File: src/rtl/uart_cmd_decoder.sv
// Parses framed configuration commands from the UART byte stream and
// updates the ultrasound configuration registers on a valid frame.
module uart_cmd_decoder #(
    parameter logic [7:0] SYNC_BYTE      = 8'hA5,
    parameter int         TIMEOUT_CYCLES = 100000,
    parameter int         MAX_LEN        = 4
) (
    input  logic         clk,
    input  logic         rst,
    input  logic [7:0]   received_data,
    input  logic         new_received_data,
    output logic [7:0]   used_channels,
    output logic [4:0]   num_alines,
    output logic [31:0]  pulse_shape,
    output logic [127:0] delays,
    output logic         start_us,
    output logic         cmd_valid,
    output logic         cmd_error,
    output logic [2:0]   err_code,
    output logic         busy
);

    typedef enum logic [2:0] {
        S_IDLE, S_CMD, S_LEN, S_PAYLOAD, S_CHK
    } state_t;

    localparam int GW = $clog2(TIMEOUT_CYCLES);
    localparam int CW = (MAX_LEN > 1) ? $clog2(MAX_LEN) : 1;
    localparam logic [GW-1:0] GAP_MAX = GW'(TIMEOUT_CYCLES - 1);

    state_t         state_q, state_d;
    logic           nrd_q, nrd_d;
    logic           stb_q, stb_d;
    logic [7:0]     byte_q, byte_d;
    logic [7:0]     cmd_q, cmd_d;
    logic [7:0]     len_q, len_d;
    logic [7:0]     chk_q, chk_d;
    logic [CW-1:0]  cnt_q, cnt_d;
    logic [7:0]     buf_q [MAX_LEN];
    logic [7:0]     buf_d [MAX_LEN];
    logic [GW-1:0]  gap_q, gap_d;
    logic [7:0]     used_q, used_d;
    logic [4:0]     alines_q, alines_d;
    logic [31:0]    pulse_q, pulse_d;
    logic [127:0]   delays_q, delays_d;
    logic           start_q, start_d;
    logic           valid_q, valid_d;
    logic           error_q, error_d;
    logic [2:0]     ecode_q, ecode_d;
    logic           range_bad;

    function automatic logic [7:0] exp_len(input logic [7:0] c);
        case (c)
            8'h01:   exp_len = 8'd1;
            8'h02:   exp_len = 8'd1;
            8'h03:   exp_len = 8'd4;
            8'h04:   exp_len = 8'd3;
            default: exp_len = 8'd0;
        endcase
    endfunction

    assign range_bad =
        (cmd_q == 8'h02 && (buf_q[0] == 8'h00 || buf_q[0] > 8'd31)) ||
        (cmd_q == 8'h04 && buf_q[0] > 8'd7);

    always_comb begin
        state_d  = state_q;
        nrd_d    = new_received_data;
        stb_d    = new_received_data & ~nrd_q;
        byte_d   = received_data;
        cmd_d    = cmd_q;
        len_d    = len_q;
        chk_d    = chk_q;
        cnt_d    = cnt_q;
        buf_d    = buf_q;
        gap_d    = gap_q;
        used_d   = used_q;
        alines_d = alines_q;
        pulse_d  = pulse_q;
        delays_d = delays_q;
        ecode_d  = ecode_q;
        start_d  = 1'b0;
        valid_d  = 1'b0;
        error_d  = 1'b0;

        // Inter-byte gap watchdog; any accepted byte restarts it.
        if (state_q != S_IDLE) begin
            if (stb_q) begin
                gap_d = '0;
            end else if (gap_q == GAP_MAX) begin
                state_d = S_IDLE;
                error_d = 1'b1;
                ecode_d = 3'd4;
            end else begin
                gap_d = gap_q + GW'(1);
            end
        end

        if (stb_q) begin
            unique case (state_q)
                S_IDLE: begin
                    if (byte_q == SYNC_BYTE) begin
                        state_d = S_CMD;
                        gap_d   = '0;
                    end
                end
                S_CMD: begin
                    if (byte_q >= 8'h01 && byte_q <= 8'h05) begin
                        cmd_d   = byte_q;
                        chk_d   = byte_q;
                        state_d = S_LEN;
                    end else begin
                        state_d = S_IDLE;
                        error_d = 1'b1;
                        ecode_d = 3'd1;
                    end
                end
                S_LEN: begin
                    if (byte_q == exp_len(cmd_q)) begin
                        len_d   = byte_q;
                        chk_d   = chk_q ^ byte_q;
                        cnt_d   = '0;
                        state_d = (byte_q == 8'd0) ? S_CHK : S_PAYLOAD;
                    end else begin
                        state_d = S_IDLE;
                        error_d = 1'b1;
                        ecode_d = 3'd2;
                    end
                end
                S_PAYLOAD: begin
                    buf_d[cnt_q] = byte_q;
                    chk_d        = chk_q ^ byte_q;
                    cnt_d        = cnt_q + CW'(1);
                    if ({{(8-CW){1'b0}}, cnt_q} == len_q - 8'd1) begin
                        state_d = S_CHK;
                    end
                end
                S_CHK: begin
                    state_d = S_IDLE;
                    if (byte_q != chk_q) begin
                        error_d = 1'b1;
                        ecode_d = 3'd3;
                    end else if (range_bad) begin
                        error_d = 1'b1;
                        ecode_d = 3'd5;
                    end else begin
                        valid_d = 1'b1;
                        case (cmd_q)
                            8'h01: used_d   = buf_q[0];
                            8'h02: alines_d = buf_q[0][4:0];
                            8'h03: pulse_d  = {buf_q[0], buf_q[1],
                                               buf_q[2], buf_q[3]};
                            8'h04: delays_d[{buf_q[0][2:0], 4'b0000} +: 16] =
                                       {buf_q[1], buf_q[2]};
                            default: start_d = 1'b1;
                        endcase
                    end
                end
                default: state_d = S_IDLE;
            endcase
        end
    end

    always_ff @(posedge clk) begin
        if (rst) begin
            state_q  <= S_IDLE;
            nrd_q    <= 1'b0;
            stb_q    <= 1'b0;
            byte_q   <= '0;
            cmd_q    <= '0;
            len_q    <= '0;
            chk_q    <= '0;
            cnt_q    <= '0;
            gap_q    <= '0;
            for (int i = 0; i < MAX_LEN; i++) buf_q[i] <= '0;
            used_q   <= '0;
            alines_q <= '0;
            pulse_q  <= '0;
            delays_q <= '0;
            start_q  <= 1'b0;
            valid_q  <= 1'b0;
            error_q  <= 1'b0;
            ecode_q  <= '0;
        end else begin
            state_q  <= state_d;
            nrd_q    <= nrd_d;
            stb_q    <= stb_d;
            byte_q   <= byte_d;
            cmd_q    <= cmd_d;
            len_q    <= len_d;
            chk_q    <= chk_d;
            cnt_q    <= cnt_d;
            gap_q    <= gap_d;
            buf_q    <= buf_d;
            used_q   <= used_d;
            alines_q <= alines_d;
            pulse_q  <= pulse_d;
            delays_q <= delays_d;
            start_q  <= start_d;
            valid_q  <= valid_d;
            error_q  <= error_d;
            ecode_q  <= ecode_d;
        end
    end

    assign used_channels = used_q;
    assign num_alines    = alines_q;
    assign pulse_shape   = pulse_q;
    assign delays        = delays_q;
    assign start_us      = start_q;
    assign cmd_valid     = valid_q;
    assign cmd_error     = error_q;
    assign err_code      = ecode_q;
    assign busy          = (state_q != S_IDLE);

endmodule

File: config.mk
export PLATFORM = sky130hd
export DESIGN_NAME = uart_cmd_decoder
export DESIGN_NICKNAME = d
export VERILOG_FILES = /design/src/rtl/uart_cmd_decoder.sv
export SDC_FILE = /design/constraint.sdc
export NUM_CORES = 1
export LEC_CHECK = 0
export BUFFER_PORTS_ARGS = -buffer_cell sky130_fd_sc_hd__buf_2
export CAP_MARGIN = 15
export CORE_MARGIN = 2
export CORE_UTILIZATION = 40
export DETAILED_ROUTE_END_ITERATION = 8
export GPL_ROUTABILITY_DRIVEN = 0
export REMOVE_ABC_BUFFERS = 1
export SLEW_MARGIN = 25
export SYNTH_ARGS = -nofsm -noshare
export SYNTH_HDL_FRONTEND = slang
export SYNTH_SLANG_ARGS = --single-unit
File: constraint.sdc
create_clock -name clk -period 2.6 [get_ports clk]
set_input_delay 0.52 -clock clk [delete_from_list [all_inputs] [get_ports clk]]
set_output_delay 0.52 -clock clk [all_outputs]
set_load 0.03 [all_outputs]
==> impl_metrics.py <==
metrics = {
    "status": {
        "outcome": "finished, final reports clean",
    },
    "routing": {
        "dr_total_vias": 8946,
        "routedWlPerCell_um": 17.60,
        "drt-pass1-iter-count": 5,
        "drt_drc_violations_left": 0,
        "ant_nets": 0,
        "initialDrtViolationCount": 546,
        "drt-vias-per-instance": 5.130,
        "detail_route.wirelength_um": 30700,
    },
    "final_layout": {
        "drive_gt1_frac": 0.2775,
        "instances_no_fill": 1744,
        "antennaDiodeCount": 0,
        "finalInstanceArea_um2": 13890,
        "design.final.nets": 1363,
        "mostFrequentLayoutCell": "sky130_fd_sc_hd__dfxtp_1",
        "finalCoreUtilization": 0.5027,
        "most-common-layout-cells": "sky130_fd_sc_hd__dfxtp_1 (266), sky130_fd_sc_hd__buf_2 (189), sky130_fd_sc_hd__nor2_1 (157)",
        "flow.area_growth_from_synthesis_pct": 24.70,
    },
    "yosys": {
        "synth_enable_flop_cells": 0,
        "yosysWarnings": 0,
        "mappedNetlistArea_um2": 11140,
        "synthCells": 1155,
        "yosys_register_bits": 267,
        "synth-main-ff-cell": "sky130_fd_sc_hd__dfxtp_1",
        "post_synth.cell_area_avg_um2": 9.642,
        "yosysSeqAreaShare": 0.4799,
        "ffs_w_async_s_r_synth": 0,
        "netlist-cell-type-count": 74,
    },
    "global_routing": {
        "number_of_global_route_vias_before_repair": 8248,
        "grt_pass1_wl_um": 46580,
        "total_routing_usage_gr": 0.2004,
        "initial_antenna_violation_count": 0,
        "grt.overflow.total": 0,
        "grt_max_degree": 102,
    },
    "sta": {
        "finalCriticalPeriod_ns": 2.472,
        "worst_setup_margin_ns": 0.1280,
        "timing_worst_slew_pin_value_ns": 0.6398,
        "max_freq_mhz": 404.5,
        "final_min_period_over_clock_period": 0.9508,
        "drv_slew": 0,
        "max-slew-margin-rel": 0.5612,
        "count_of_final_hold_check_violations": 0,
        "worst_hold_slack_ns": 0.1914,
        "finish_stage_setup_viols": 0,
        "finClkSkew_ns": 0.01207,
    },
    "clocking": {
        "clock_insertion_delay_worst_skew_ns": 0.54,
        "cts_sinks": 267,
        "tritoncts_clock_tree": "built",
        "clock-root-buffer": "sky130_fd_sc_hd__clkbuf_16",
        "cts_made_buffers": 28,
        "clock_tree.htree_level_count": 1,
        "clkSlewWorstSetupHoldPaths_ns": 0.06,
        "cts-root-to-sink-buffers": 3,
    },
    "setup_path": {
        "crit_path_start_kind": "register",
        "reg2reg_slack_ns": 0.13,
        "path_class": "reg -> reg",
        "crit_path_max_fanout": 25,
        "setup.worst_path.end_class": "register",
        "critPathArrivalTime_ns": 2.96,
        "worst-endpoint-required_ns": 3.09,
    },
    "flow_run": {
        "cap_viol_max_count": 0,
    },
    "power_and_ir_drop": {
        "cellLeakagePower_nw": 5.744,
        "vdd_drop_max_mv": 0.4280,
        "p_per_area_nw_per_um2": 636.3,
    },
    "die": {
        "rows": 61,
        "core_area_um2": 27630,
        "floorplan.initialDensity": 0.4031,
        "die_y_um": 170.9,
        "pin_count": 191,
        "dieWidth_um": 170.9,
        "die_area_um2": 29190,
    },
    "worst_hold_path": {
        "type_of_the_most_critical_hold_path": "in -> reg",
    },
    "placed_design": {
        "placedCellCount": 1688,
        "port-buffer-count": 190,
        "dp_worst_setup_slack_ns": 0.1125,
        "detailedPlacementHpwl_um": 20800,
        "postPlaceCellArea_um2": 12760,
    },
}
metal layers:
| layer | wire [um] | vias up | GRT usage |
|---|---|---|---|
| met5 | 0 | - | 0 |
| met4 | 569 | 0 | 0.05564 |
| met3 | 1818 | 41 | 0.03562 |
| met2 | 13560 | 264 | 0.3110 |
| met1 | 14760 | 4258 | 0.2860 |
| li1 | - | 4383 | - |
sequential cells by signal, indices dropped and copies added, names as in the netlist, 2 cells and up:
signal	count
err_code	3
cnt_q	2
buf_q	32
gap_q	17
delays	128
used_channels	8
len_q	8
pulse_shape	32
state_q	3
byte_q	8
num_alines	5
chk_q	8
cmd_q	8
final timing paths:
path,endpoint,cells after the start,startpoint
min reg2reg,stb_q,1,nrd_q
max,pulse_shape[0],7,buf_q[31]
max reg2reg,pulse_shape[0],7,buf_q[31]
min,byte_q[6],2,received_data[6]
synthesized netlist by cell type (6+ instances only):
master | count | area [um2]
sky130_fd_sc_hd__clkbuf_1 | 71 | 266.5
sky130_fd_sc_hd__nand2b_1 | 17 | 106.4
sky130_fd_sc_hd__inv_1 | 14 | 52.55
sky130_fd_sc_hd__a21oi_1 | 59 | 295.3
sky130_fd_sc_hd__ha_1 | 8 | 100.1
sky130_fd_sc_hd__nor2b_1 | 12 | 75.07
sky130_fd_sc_hd__a31o_1 | 21 | 183.9
sky130_fd_sc_hd__nor2_1 | 158 | 593.1
sky130_fd_sc_hd__nor3b_1 | 8 | 60.06
sky130_fd_sc_hd__nor3_1 | 22 | 110.1
sky130_fd_sc_hd__nor4b_2 | 22 | 330.3
sky130_fd_sc_hd__nand4_1 | 7 | 43.79
sky130_fd_sc_hd__o31ai_1 | 8 | 60.06
sky130_fd_sc_hd__mux2i_1 | 132 | 1321
sky130_fd_sc_hd__buf_2 | 17 | 85.08
sky130_fd_sc_hd__xor2_1 | 18 | 157.7
sky130_fd_sc_hd__nand2_1 | 85 | 319.1
sky130_fd_sc_hd__o211ai_1 | 6 | 45.04
sky130_fd_sc_hd__xnor2_1 | 9 | 78.83
sky130_fd_sc_hd__and2_1 | 18 | 112.6
sky130_fd_sc_hd__a31o_2 | 11 | 96.34
sky130_fd_sc_hd__dfxtp_1 | 267 | 5345
sky130_fd_sc_hd__nand3_1 | 52 | 260.3
critical path, cell delays in order (launching register included):
cell and delay (ns):
sky130_fd_sc_hd__dfxtp_1 0.32, sky130_fd_sc_hd__or3_4 0.41, sky130_fd_sc_hd__o31ai_4 0.26, sky130_fd_sc_hd__a21oi_4 0.11, sky130_fd_sc_hd__or4_2 0.71, sky130_fd_sc_hd__buf_12 0.20, sky130_fd_sc_hd__nor4b_1 0.25, sky130_fd_sc_hd__a31o_2 0.14
report_power, final:
part / switching (mW) / internal, mW
combinational: 0.153 / 0.0648
sequential: 0.0101 / 4.10
clock: 1.69 / 2.82
total: 1.85 / 6.99
final cells by class:
cell class              instances  area, um2
clock inverters                14      229.0
clock buffers                  38      829.5
fillers                      2601      13740
multi-input cells             771       5321
inverters                      15      56.30
well taps                     378      473.0
repair buffers                261       1633
flip-flops and latches        267       5346
repair_timing:
action | in CTS | in global routing
setup buffers | 0 | 3
endpoints found under the setup margin | 0 | 21
gates resized for setup | 0 | 4
hold buffers | 0 | 0
kinds of logic (layout without fill, tap and decap cells):
family                   after synthesis  count (layout)  synth area share
AND/OR/NAND/NOR                      455             455            0.2258
flip-flops                           267             267            0.4799
AO/OA/AOI/OAI                        149             149           0.09931
multiplexers                         132             132            0.1186
buffers and inverters                117             328           0.04606
XOR/XNOR                              27              27           0.02123
adder cells (fa/ha/maj)                8               8          0.008988
metrics by stage:
step                      TNS [ns]  power [mW]
final                            0       8.837
after global placement           0       4.412
after CTS                        0       8.909
after global routing      -0.08151       9.101
after floorplan             -69.32       4.273
after detailed placement         0       4.412
Power figures use the tool's default switching activity.
